$ cat src/rtl/multi_edge_detector_pkg.sv
// ---------------------------------------------------------------------------
// multi_edge_detector_pkg : mode encodings, parameter defaults, event decode
// Revision: 1.0
// ---------------------------------------------------------------------------
`default_nettype none

package multi_edge_detector_pkg;

  localparam logic [1:0] MODE_OFF  = 2'b00;
  localparam logic [1:0] MODE_RISE = 2'b01;
  localparam logic [1:0] MODE_FALL = 2'b10;
  localparam logic [1:0] MODE_BOTH = 2'b11;

  localparam int DEF_N_CH        = 4;
  localparam int DEF_SYNC_STAGES = 2;
  localparam int DEF_DEB_CYCLES  = 4;
  localparam int DEF_CNT_W       = 8;

  function automatic logic mode_event(input logic [1:0] mode,
                                      input logic       rise,
                                      input logic       fall);
    return (rise && (mode == MODE_RISE || mode == MODE_BOTH)) ||
           (fall && (mode == MODE_FALL || mode == MODE_BOTH));
  endfunction

endpackage

`default_nettype wire

$ cat src/rtl/multi_edge_detector_edge_chan.sv
// ---------------------------------------------------------------------------
// edge_chan : one channel of sync, debounce, edge pulse, pending and counter
// Revision: 1.0
// ---------------------------------------------------------------------------
`default_nettype none

module edge_chan
  import multi_edge_detector_pkg::*;
#(
  parameter int SYNC_STAGES = DEF_SYNC_STAGES,
  parameter int DEB_CYCLES  = DEF_DEB_CYCLES,
  parameter int CNT_W       = DEF_CNT_W
) (
  input  logic             clk,
  input  logic             reset,
  input  logic             i_level,
  input  logic [1:0]       i_mode,
  input  logic             i_clr_pend,
  input  logic             i_clr_cnt,
  output logic             o_p_edge,
  output logic             o_n_edge,
  output logic             o_pending,
  output logic [CNT_W-1:0] o_evt_cnt
);

  localparam int              DCW     = (DEB_CYCLES > 1) ? $clog2(DEB_CYCLES) : 1;
  localparam logic [CNT_W-1:0] CNT_MAX = '1;

  logic [SYNC_STAGES-1:0] r_sync;
  logic                   w_s;
  logic                   w_f;
  logic                   r_fd;
  logic                   w_rise;
  logic                   w_fall;
  logic                   w_evt;

  always_ff @(posedge clk) begin
    if (reset) r_sync <= '0;
    else       r_sync <= {r_sync[SYNC_STAGES-2:0], i_level};
  end

  assign w_s = r_sync[SYNC_STAGES-1];

  generate
    if (DEB_CYCLES == 0) begin : g_nodeb
      assign w_f = w_s;
    end else begin : g_deb
      logic           r_f;
      logic [DCW-1:0] r_dcnt;

      // Any cycle where the sample agrees with the filtered state restarts the count
      always_ff @(posedge clk) begin
        if (reset) begin
          r_f    <= 1'b0;
          r_dcnt <= '0;
        end else if (w_s == r_f) begin
          r_dcnt <= '0;
        end else if (r_dcnt == DCW'(DEB_CYCLES - 1)) begin
          r_f    <= w_s;
          r_dcnt <= '0;
        end else begin
          r_dcnt <= r_dcnt + 1'b1;
        end
      end

      assign w_f = r_f;
    end
  endgenerate

  assign w_rise = w_f & ~r_fd;
  assign w_fall = ~w_f & r_fd;
  assign w_evt  = mode_event(i_mode, w_rise, w_fall);

  always_ff @(posedge clk) begin
    if (reset) begin
      r_fd      <= 1'b0;
      o_p_edge  <= 1'b0;
      o_n_edge  <= 1'b0;
      o_pending <= 1'b0;
      o_evt_cnt <= '0;
    end else begin
      r_fd     <= w_f;
      o_p_edge <= w_rise;
      o_n_edge <= w_fall;

      if (w_evt)           o_pending <= 1'b1;
      else if (i_clr_pend) o_pending <= 1'b0;

      // A clear coinciding with an event counts that event
      if (i_clr_cnt)
        o_evt_cnt <= w_evt ? CNT_W'(1) : '0;
      else if (w_evt && o_evt_cnt != CNT_MAX)
        o_evt_cnt <= o_evt_cnt + 1'b1;
    end
  end

endmodule

`default_nettype wire

$ cat src/rtl/multi_edge_detector.sv
// ---------------------------------------------------------------------------
// multi_edge_detector : N_CH debounced edge detectors with pending/irq/counters
// Revision: 1.0
// ---------------------------------------------------------------------------
`default_nettype none

module multi_edge_detector
  import multi_edge_detector_pkg::*;
#(
  parameter int N_CH        = DEF_N_CH,
  parameter int SYNC_STAGES = DEF_SYNC_STAGES,
  parameter int DEB_CYCLES  = DEF_DEB_CYCLES,
  parameter int CNT_W       = DEF_CNT_W
) (
  input  logic                  clk,
  input  logic                  reset,
  input  logic [N_CH-1:0]       level,
  input  logic [2*N_CH-1:0]     mode,
  input  logic [N_CH-1:0]       clr_pend,
  input  logic [N_CH-1:0]       clr_cnt,
  output logic [N_CH-1:0]       p_edge,
  output logic [N_CH-1:0]       n_edge,
  output logic [N_CH-1:0]       any_edge,
  output logic [N_CH-1:0]       pending,
  output logic                  irq,
  output logic [N_CH*CNT_W-1:0] evt_cnt
);

  generate
    for (genvar i = 0; i < N_CH; i++) begin : g_chan
      edge_chan #(
        .SYNC_STAGES (SYNC_STAGES),
        .DEB_CYCLES  (DEB_CYCLES),
        .CNT_W       (CNT_W)
      ) u_chan (
        .clk        (clk),
        .reset      (reset),
        .i_level    (level[i]),
        .i_mode     (mode[2*i +: 2]),
        .i_clr_pend (clr_pend[i]),
        .i_clr_cnt  (clr_cnt[i]),
        .o_p_edge   (p_edge[i]),
        .o_n_edge   (n_edge[i]),
        .o_pending  (pending[i]),
        .o_evt_cnt  (evt_cnt[i*CNT_W +: CNT_W])
      );
    end
  endgenerate

  assign any_edge = p_edge | n_edge;
  assign irq      = |pending;

endmodule

`default_nettype wire

$ cat config.mk
export PLATFORM = sky130hd
export DESIGN_NAME = multi_edge_detector
export DESIGN_NICKNAME = d
export VERILOG_FILES = /design/src/rtl/multi_edge_detector_pkg.sv /design/src/rtl/multi_edge_detector_edge_chan.sv /design/src/rtl/multi_edge_detector.sv
export SDC_FILE = /design/constraint.sdc
export NUM_CORES = 1
export LEC_CHECK = 0
export ABC_CLOCK_PERIOD_IN_PS = 2000
export BUFFER_PORTS_ARGS = -buffer_cell sky130_fd_sc_hd__buf_4
export CAP_MARGIN = 20
export CORE_MARGIN = 3
export CORE_UTILIZATION = 49
export DETAILED_ROUTE_END_ITERATION = 10
export GPL_ROUTABILITY_DRIVEN = 0
export PLACE_DENSITY = 0.72
export REMOVE_ABC_BUFFERS = 1
export SLEW_MARGIN = 20
export SYNTH_ARGS = -nofsm -noshare
export SYNTH_HDL_FRONTEND = slang
export SYNTH_SLANG_ARGS = --single-unit
$ cat constraint.sdc
create_clock -name clk -period 2 [get_ports clk]
set_clock_uncertainty 0.2 [all_clocks]
set_input_delay 0.4 -clock clk [delete_from_list [all_inputs] [get_ports clk]]
set_output_delay 0.4 -clock clk [all_outputs]
set_load 0.03 [all_outputs]
### Word-level counts from Yosys, hierarchy flattened

Cells that the tools add are included.

* register bits: 68
* latch bits: 0
* memory bits (writable): 0
* ROM bits: 0
* input bits: 22
* output and inout port bits: 49
* logic and storage cells: 146
* memories: 0

* $add $sub $neg: 8
* $mul: 0
* div/mod/pow operators: 0
* order comparisons: 0
* equality and inequality tests: 24
* shift operators: 0
* multiplexer cells: 20
* bitwise operators: 21
* reductions and logical operators: 41

Operators with widths (count)
* 2-to-1 mux 8 bit: 8
* adder 8 x 1 -> 8 bit, second input constant: 4
* != test 8 bit, second input constant: 4
* == test 2 bit, second input constant: 12
* nonzero test 2 bit: 8
* logical AND 1 bit: 12
* logical OR 1 bit: 12
* 2-to-1 mux 1 bit: 12
* NOT 1 bit: 12
* OR reduction 3 bit: 4
* adder 2 x 1 -> 2 bit, second input constant: 4
* bitwise AND 1 bit: 8
* == test 2 x 1 -> 1 bit, second input constant: 4
* AND reduction 2 bit: 4
* == test 1 bit: 4
* bitwise OR 4 bit: 1
* OR reduction 4 bit: 1

### Logic depth before layout (Yosys ltp)

Gate-level depths: netlist (run 1).

* depth in word-level cells: 7
* depth in mapped cells: 5
* mapped depth without buffers: 5

### Modules after synthesis

A second synthesis (run 1) with hierarchy kept.

* cell total of the unflattened synthesis: 329
* area, all modules: 3025.4 um2

By module, submodules not included
* edge_chan: times used 4, cells an instance 81, area each 748.2 um2, seq. area each 340.3 um2
* multi_edge_detector: times used 1, cells an instance 5, area each 32.5 um2, seq. area each 0.0 um2

### Worst setup path before layout (run 1)

OpenSTA, ideal clock, no wires.

* path kind: register to register
* from: register g_chan[0].u_chan.o_evt_cnt[0]
* to: register g_chan[0].u_chan.o_evt_cnt[0]
* setup time: 0.071 ns
* arrival: 1.690 ns
* required time: 1.729 ns
* setup slack: 0.039 ns
* cell stages (with the launch flop): 6
* path buffers: 0
* clock period less this slack: 1.961 ns
* cell sequence: dfxtp_1 -> ha_1 -> nand4_1 -> o22ai_1 -> mux2_2 -> a21oi_1

* word-level cells in the longest chain between the ends: 3
* elaborated cells on any way between the ends: 6
* classes of those cells: add/sub: 1; eq/ne: 1; mux: 2; reduce/logical: 2

RTL lines
* start, declared: RTL line multi_edge_detector_edge_chan.sv:23 `output logic [CNT_W-1:0] o_evt_cnt`
* start signal, assigned: RTL line multi_edge_detector_edge_chan.sv:91 `o_evt_cnt <= w_evt ? CNT_W'(1) : '0;`
* start signal, assigned: RTL line multi_edge_detector_edge_chan.sv:93 `o_evt_cnt <= o_evt_cnt + 1'b1;`
* adder 8 x 1 -> 8 bit or != test 8 bit (tied branches): RTL line multi_edge_detector_edge_chan.sv:93, multi_edge_detector_edge_chan.sv:92
* 2-to-1 mux 8 bit or logical AND 1 bit (tied branches): RTL line multi_edge_detector_edge_chan.sv:92 `else if (w_evt && o_evt_cnt != CNT_MAX)`
* 2-to-1 mux 8 bit or nonzero test 2 bit (tied branches)

Several ways; a longest one is shown, not always the timed one. The select of a mux whose other input is x is not followed.
A chain may end at the register's enable or synchronous reset.

### Final worst setup path (run 1)

* from: register g_chan[3].u_chan.o_pending
* to: output irq

* word-level cells in the longest chain between the ends: 1

RTL lines
* start, declared: RTL line multi_edge_detector_edge_chan.sv:22 `output logic o_pending,`
* start signal, assigned: RTL line multi_edge_detector_edge_chan.sv:79 `o_pending <= 1'b0;`
* start signal, assigned: RTL line multi_edge_detector_edge_chan.sv:86 `if (w_evt) o_pending <= 1'b1;`
* start signal, assigned: RTL line multi_edge_detector_edge_chan.sv:87 `else if (i_clr_pend) o_pending <= 1'b0;`
* OR reduction 4 bit: RTL line multi_edge_detector.sv:51 `assign irq = |pending;`
* end, declared: RTL line multi_edge_detector.sv:25 `output logic irq,`

Every way passes these cells.

==> out/qor.csv, run 1 <==
metric,value,unit
Vert. Die Dim,83.9,um
clock sink total,68,
Mapped Area,2970,um2
Starting Density,52.4,%
area of the die,7040,um2
Pwr Density,652,nW/um2
fmax,516,MHz
number of global-route vias before repair,2319,
Ant. Diodes,0,
Cell variety after synth,43,
# H-tree levels,3,
kind of critical path,register to output pin,
Synth top area share,45.8,%
Comb power frac,3.0,%
P&R area growth vs syn,24.5,%
initial antenna violation count,0,
final hold vios,0,
PortBufs,70,
post-synthesis average cell area,9.37,um2
"critical path fanouts, max",3,
synth top area cells,"dfxtp_1, nor2b_1, a21oi_1",
worst skew pair latency,0.33,ns
DR vias,2456,
Worst-Margin Slew,0.467,ns
total chip power,2.41,mW
HP Class,input port to register,
Synth Register Bits,68,
kind of start point of the critical path,register,
Die X,83.9,um
number of remaining DRC errors,0,
Final #Nets,416,
Core Area,5680,um2
# IOs,71,
GRT overflow,0,
P_int,1.91,mW
Final Slew Violations,0,
unrepaired setup endpoints after global routing,false,
Cell Rows,27,
sequential area share after synthesis,45.8,%
hold_buf cts,0,
Post-synth EDFFs,0,
Placed Instance Area,3520,um2
Longest Clk Path Bufs,2,
CTS tree,yes,
initial detailed-routing violation count,73,
share of cells above drive strength 1,29.5,%
max-slew headroom at the worst pin,68.9,%
Final Core Density,65.2,%
sequential group share of total power,56.8,%
clock root cell,clkbuf_8,
Overall Global Routing Usage,17.4,%
post-cts resize count,0,
drt total wl,5.96,mm
DRT Pass-1 Iters,4,
Finish-stage setup viols,0,
final period utilization,96.9,%
DP Wirelength,4.33,mm
Switching Share,20.7,%
first-pass GRT wire length,10.0,mm
minimum clock period,1.94,ns
CP endpoint kind,output pin,
Via density,5.32,
top_reg_cell synth,dfxtp_1,
Post-CTS Setup Bufs,0,
WP data arrival,1.34,ns
Clock Power Share,40.2,%
Max-cap violations,0,
P_leak,1.53,nW
clock-pin slew on the worst setup and hold paths,0.07,ns
design area,3700,um2
status,completed,
count of yosys warnings during synthesis,0,
Post-Syn Instances,317,
setup TNS,0,ns
largest net degree at the start of global routing,37,
"FFs w/ async S/R, synth",0,%
Peak VDD IR,0.562,mV
Num CTS Buffers,9,
Antenna Violating Nets Remaining,0,
Critical Path RT,1.40,ns
Synth area leader,dfxtp_1,
drt wl/cell,12.9,um
NetSw,0.498,mW
## flip-flops by register name, summed over array words and instances (netlist names)
signal / cells
g_chan.u_chan.o_pending: 4
g_chan.u_chan.o_p_edge: 4
g_chan.u_chan.o_evt_cnt: 32
g_chan.u_chan.g_deb.r_f: 4
g_chan.u_chan.o_n_edge: 4
g_chan.u_chan.r_sync: 8
g_chan.u_chan.r_fd: 4
g_chan.u_chan.g_deb.r_dcnt: 8
## critical path, stage by stage (launching register included)
cell	delay (ns)
dfxtp_2	0.35
or4_4	0.51
buf_6	0.15
## through the flow
step	worst slack, ns	hold WS, ns	std cells
global placement	0.121	0.205	447
detailed placement	0.0942	0.211	447
CTS	0.0199	0.0707	462
global route	0.0135	0.0726	462
finish	0.0625	0.0896	462
floorplan	0.0400	0.197	294
## area by class of cell
cell class                 instances  area, um2
clock inverter                     2       10.0
timing repair buffer              81        612
inverter                           8       30.0
tap                               72       90.1
multi-input combinational        218       1440
clock buffer                      13        159
sequential                        68       1360
fill                             484       1980
## cells in the mapped netlist, types with 6 or more instances
library cell and instances:
o21ai_0 14, nor2_1 29, nand2_1 12, mux2i_1 10
o31ai_1 6, or2_2 9, or4_1 7, or3_1 16
nand3_1 11, dfxtp_1 68, ha_1 8, nor2b_1 19
a21oi_1 23, buf_4 12, clkbuf_1 7, inv_1 8
## logic make-up after synthesis
group | share of synthesized area (%)
XOR/XNOR | 1.77
buffers and inverters | 6.02
flip-flops | 45.8
AND/OR/NAND/NOR | 24.8
multiplexers | 4.88
AO/OA/AOI/OAI | 13.3
adder cells (fa/ha/maj) | 3.37
## path summary, 6_finish.rpt
| check | slack (ns) | from | endpoint | cells after the start |
|---|---|---|---|---|
| setup / recovery | 0.06 | g_chan[3].u_chan.o_pending | irq | 2 |
| hold / removal | 0.09 | level[0] | g_chan[0].u_chan.r_sync[0] | 2 |
| setup reg to reg | 0.13 | g_chan[0].u_chan.g_deb.r_f | g_chan[0].u_chan.o_evt_cnt[5] | 4 |
| hold reg to reg | 0.22 | g_chan[2].u_chan.g_deb.r_dcnt[0] | g_chan[2].u_chan.g_deb.r_dcnt[0] | 1 |
## per-layer routing
metal | track usage, % | routed length [um]
met1 | 20.6 | 2700
met3 | 5.23 | 276
met5 | 0 | 0
met4 | 6.58 | 52
met2 | 29.6 | 2920
## power by group through the flow
| stage | Clock, mW | Sequential [mW] | Combinational [mW] |
|---|---|---|---|
| after global placement | 0 | 1.40 | 0.0738 |
| after detailed placement | 0 | 1.40 | 0.0745 |
| after global routing | 1.06 | 1.37 | 0.0813 |
| final | 0.969 | 1.37 | 0.0729 |
| after floorplan | 0 | 1.40 | 0.0231 |
| after CTS | 1.01 | 1.37 | 0.0745 |
## layout by cell type, fill, tap and decap left out, drive strengths merged, types with 3 or more instances in the layout
| cell | instances |
|---|---|
| and3b | 6 |
| nor2 | 29 |
| nor3b | 4 |
| nor2b | 19 |
| clkbuf | 13 |
| nand2 | 12 |
| nand3 | 11 |
| mux2i | 10 |
| a21oi | 23 |
| or4 | 7 |
| or2 | 9 |
| inv | 8 |
| o21ai | 14 |
| xnor2 | 5 |
| o2111ai | 5 |
| nand4 | 4 |
| o22ai | 3 |
| mux2 | 4 |
| ha | 8 |
| o31ai | 6 |
| nor3 | 3 |
| nand2b | 5 |
| or3 | 16 |
| buf | 81 |
| dfxtp | 68 |
No activity file was read; power rests on OpenSTA's default activity.
==> run 2, diff against run 1 <==
- GPL_TIMING_DRIVEN: not set -> 0
==> run 2 against run 1 <==
Critical path depth unchanged; wire length is 0.34% lower; global-route usage rose by 0.067 points; via count hardly changed; critical path type unchanged; cell count decreased by 2.4%; maximum frequency decreased by 0.53%; sequential cell count unchanged; clock-buffer cell count unchanged.
==> out/qor.csv, run 2 (synthesized netlist as in run 1, its figures left out) <==
metric,value,unit
Comb power frac,2.9,%
# IOs,71,
drt wl/cell,13.2,um
clock-pin slew on the worst setup and hold paths,0.08,ns
PortBufs,70,
fillcell total,497,
initial detailed-routing violation count,68,
Peak VDD IR,0.379,mV
Hold Crit Start,level[3],
Final #Nets,405,
Critical Path RT,1.40,ns
Max-cap violations,0,
final hold vios,0,
final period utilization,97.4,%
# H-tree levels,3,
DR vias,2457,
pre-CTS setup slack,0.0508,ns
kind of start point of the critical path,register,
Finish-stage setup viols,0,
Num CTS Buffers,9,
Die X,83.9,um
Largest Register,g_chan.u_chan.o_evt_cnt,
minimum clock period,1.95,ns
Worst-Margin Slew,0.466,ns
Ant. Diodes,0,
Via density,5.45,
worst r2r src,g_chan[0].u_chan.o_evt_cnt[0],
CP endpoint kind,output pin,
fmax,513,MHz
Overall Global Routing Usage,17.5,%
share of cells above drive strength 1,28.0,%
crit path launch,g_chan[3].u_chan.o_pending,
DRT Pass-1 Iters,4,
P_int,2.01,mW
kind of critical path,register to output pin,
design area,3650,um2
Vert. Die Dim,83.9,um
Clock Power Share,42.8,%
first-pass GRT wire length,10.1,mm
Final Slew Violations,0,
clock sink total,68,
clock root cell,clkbuf_8,
HP Class,input port to register,
P&R area growth vs syn,22.9,%
most frequent cells in the layout,"buf_4, dfxtp_1, nor2_1",
largest net degree at the start of global routing,38,
final setup margin,0.0522,ns
"critical path fanouts, max",3,
Antenna Violating Nets Remaining,0,
area of the die,7040,um2
area of the multi-input gates,1460,um2
P_leak,1.49,nW
drt total wl,5.94,mm
Starting Density,52.4,%
max FFs per register,32,
max-slew headroom at the worst pin,68.7,%
unrepaired setup endpoints after global routing,false,
DP Wirelength,4.26,mm
number of global-route vias before repair,2252,
Core Area,5680,um2
initial antenna violation count,0,
worst skew pair latency,0.34,ns
Sequential cell area,1360,um2
number of remaining DRC errors,0,
Placed Instance Area,3440,um2
WP data arrival,1.35,ns
Pwr Density,689,nW/um2
GRT overflow,0,
setup TNS,0,ns
Cell Rows,27,
sequential group share of total power,54.3,%
Longest Clk Path Bufs,2,
NetSw,0.513,mW
status,completed,
CTS tree,yes,
top flop regs,"g_chan.u_chan.o_evt_cnt: 32 flops, g_chan.u_chan.g_deb.r_dcnt: 8 flops, g_chan.u_chan.r_sync: 8 flops",
Switching Share,20.4,%
Final Core Density,64.4,%
hold_buf cts,0,
"commonest non-fill, non-tap cell in the layout",buf_4,
## run 2: cell count changes in the layout (fill, tap and decap cells not counted)
cell,before,now
clkbuf_1,2,3
bufinv_16,0,1
clkbuf_8,11,10
o22ai_4,0,2
clkinv_2,2,1
ha_1,8,5
buf_4,80,69
ha_2,0,3
o22ai_2,2,0
## run 2: power by group through the flow
stage                     registers, mW  clock network [mW]  logic, mW
after floorplan                    1.40                   0     0.0231
after global placement             1.40                   0     0.0717
after detailed placement           1.40                   0     0.0729
after CTS                          1.37                1.11     0.0731
after global routing               1.37                1.17     0.0793
final                              1.37                1.08     0.0721
## run 2: repair_timing
item | 4_1_cts | 5_1_grt
gates resized for setup | 0 | 8
setup buffers | 0 | 0
setup endpoints to repair | 0 | 4
## run 2: final timing paths
| path | depth (start not counted) | to | slack (ns) |
|---|---|---|---|
| setup reg to reg | 5 | g_chan[0].u_chan.o_evt_cnt[0] | 0.11 |
| hold / removal | 2 | g_chan[3].u_chan.r_sync[0] | 0.08 |
| setup / recovery | 2 | irq | 0.05 |
| hold reg to reg | 1 | g_chan[0].u_chan.g_deb.r_dcnt[0] | 0.22 |
## run 2: critical path, cell delays in order, from the launching register on
cell and delay [ns]:
dfxtp_2 0.35, or4_4 0.51, buf_6 0.15
## run 2: stage by stage
stage / cells / total power, mW / hold WS, ns
final: 451 / 2.52 / 0.0750
after floorplan: 294 / 1.42 / 0.197
after CTS: 451 / 2.55 / 0.0639
after global routing: 451 / 2.61 / 0.0946
after global placement: 436 / 1.47 / 0.206
after detailed placement: 436 / 1.47 / 0.213
## run 2: final cells by class
class / instances / share of cell area (%)
tap: 72 / 2.47
timing repair buffer: 70 / 14.5
clock buffer: 13 / 4.08
inverter: 8 / 0.822
sequential: 68 / 37.3
multi-input combinational: 218 / 39.9
clock inverter: 2 / 0.959
## run 2: per-layer routing
metal | global-route usage (%) | up-vias | part of all wire, %
met1 | 20.6 | 1150 | 45
met2 | 29.1 | 54 | 48
met4 | 8.48 | 0 | 1.8
met3 | 4.74 | 12 | 5.1
li1 | - | 1241 | -
met5 | 0 | - | 0
==> run 3, diff against run 2 <==
- CORE_ASPECT_RATIO: not set -> 1.25
==> run 3 against run 2 <==
Die area about the same; register-to-register slack better by 0.02 ns; final area up 2.5%; first-iteration DRC count down 7.4%; largest cell class unchanged.
==> out/qor.csv, run 3 (synthesized netlist as in run 1, its figures left out) <==
metric,value,unit
status,completed,
Num CTS Buffers,9,
area of the die,7040,um2
share of cells above drive strength 1,28.7,%
unrepaired setup endpoints after global routing,false,
Worst-Margin Slew,0.437,ns
CP endpoint kind,output pin,
Starting Density,51.1,%
Vert. Die Dim,93.1,um
final period utilization,97.3,%
Post-CTS Setup Bufs,0,
# H-tree levels,3,
Fin Hold WS,0.0768,ns
Via density,5.56,
number of global-route vias before repair,2169,
Sequential cell area,1360,um2
top flop regs,"g_chan.u_chan.o_evt_cnt: 32 flops, g_chan.u_chan.g_deb.r_dcnt: 8 flops, g_chan.u_chan.r_sync: 8 flops",
DP Wirelength,4.12,mm
worst r2r src,g_chan[0].u_chan.g_deb.r_f,
setup TNS,0,ns
Finished Layout Cells,446,
HP Class,input port to register,
met3 usage,5.38,%
DRT Pass-1 Iters,4,
R2R depth,4,
met1 usage,19.6,%
max-slew headroom at the worst pin,70.8,%
initial antenna violation count,0,
hold_buf cts,0,
r2r endpoint,g_chan[0].u_chan.o_evt_cnt[7],
first-pass GRT wire length,9.36,mm
Longest Clk Path Bufs,2,
Overall Global Routing Usage,17.0,%
final hold vios,0,
initial detailed-routing violation count,63,
PortBufs,70,
Hold Path Depth,2,
Core Area,5820,um2
max FFs per register,32,
total chip power,3.02,mW
GRT overflow,0,
Ant. Diodes,0,
Hold Crit Start,level[3],
CTS tree,yes,
drt total wl,5.73,mm
drt wl/cell,12.8,um
fillcell total,492,
Cell Rows,31,
Worst Hold End,g_chan[3].u_chan.r_sync[0],
Largest Register,g_chan.u_chan.o_evt_cnt,
GR peak layer,met2,
fmax,514,MHz
# IOs,71,
post-placement cell count,430,
worst skew pair latency,0.33,ns
Critical Path RT,1.40,ns
most frequent cells in the layout,"buf_4, dfxtp_1, nor2_1",
area of the multi-input gates,1450,um2
Die X,75.7,um
P_leak,1.54,nW
clock sink total,68,
Peak VDD IR,0.671,mV
Pwr Density,806,nW/um2
minimum clock period,1.95,ns
kind of critical path,register to output pin,
clock-pin slew on the worst setup and hold paths,0.07,ns
clock root cell,clkbuf_8,
DR vias,2480,
largest net degree at the start of global routing,38,
"commonest non-fill, non-tap cell in the layout",buf_4,
kind of start point of the critical path,register,
R2R Setup Slk,0.13,ns
crit path launch,g_chan[2].u_chan.o_pending,
Finish-stage setup viols,0,
P&R area growth vs syn,26.0,%
Final #Nets,405,
met2 Use GR,27.7,%
number of remaining DRC errors,0,
Final Slew Violations,0,
Max-cap violations,0,
"critical path fanouts, max",3,
Antenna Violating Nets Remaining,0,
WP data arrival,1.35,ns
==> run 3: worst max-delay path, cell delays in order, from the launching register on <==
cell     delay [ns]
dfxtp_2        0.33
or4_4          0.53
buf_6          0.15
==> run 3: worst max path at each step <==
stage                                               end  slack (ns)  cells after the start
after floorplan           g_chan[0].u_chan.o_evt_cnt[0]        0.04                      5
after global placement    g_chan[0].u_chan.o_evt_cnt[7]         0.1                      5
after detailed placement  g_chan[0].u_chan.o_evt_cnt[5]        0.09                      5
after CTS                                           irq        0.02                      2
after global routing                                irq      0.0009                      2
final                                               irq        0.05                      2
==> run 3: layout make-up <==
cell class	count	share of cell area (%)
Sequential cell	68	36.4
Multi-Input combinational cell	218	38.8
Clock inverter	7	4.34
Clock buffer	9	3.31
Inverter	8	0.802
Tap cell	66	2.21
Timing Repair Buffer	70	14.1
==> run 3: timing repair <==
item / CTS / global route
endpoints found under the hold margin: 0 / 0
resized for setup: 2 / 5
setup endpoints to repair: 1 / 4
pin swaps: 0 / 0
==> run 3: report_power, final <==
| group | switching, mW | internal [mW] | leakage (nW) |
|---|---|---|---|
| sequential | 0.00379 | 1.36 | 0.551 |
| clock | 0.503 | 1.08 | 0.139 |
| combinational | 0.0308 | 0.0386 | 0.852 |
==> run 3: metrics by stage <==
step	cell area [um2]	util (%)	setup slack, ns
final	3740	64.4	0.0534
after global routing	3740	64.4	0.000917
after CTS	3720	64.0	0.0200
after detailed placement	3430	59.0	0.0948
after global placement	3430	59.0	0.0972
after floorplan	2820	-	0.0400
==> run 3: routing by layer <==
metal / vias to the layer above / wire length (um)
met5: - / 0
met4: 0 / 110
met3: 11 / 335
met2: 71 / 2850
met1: 1156 / 2430
li1: 1242 / -
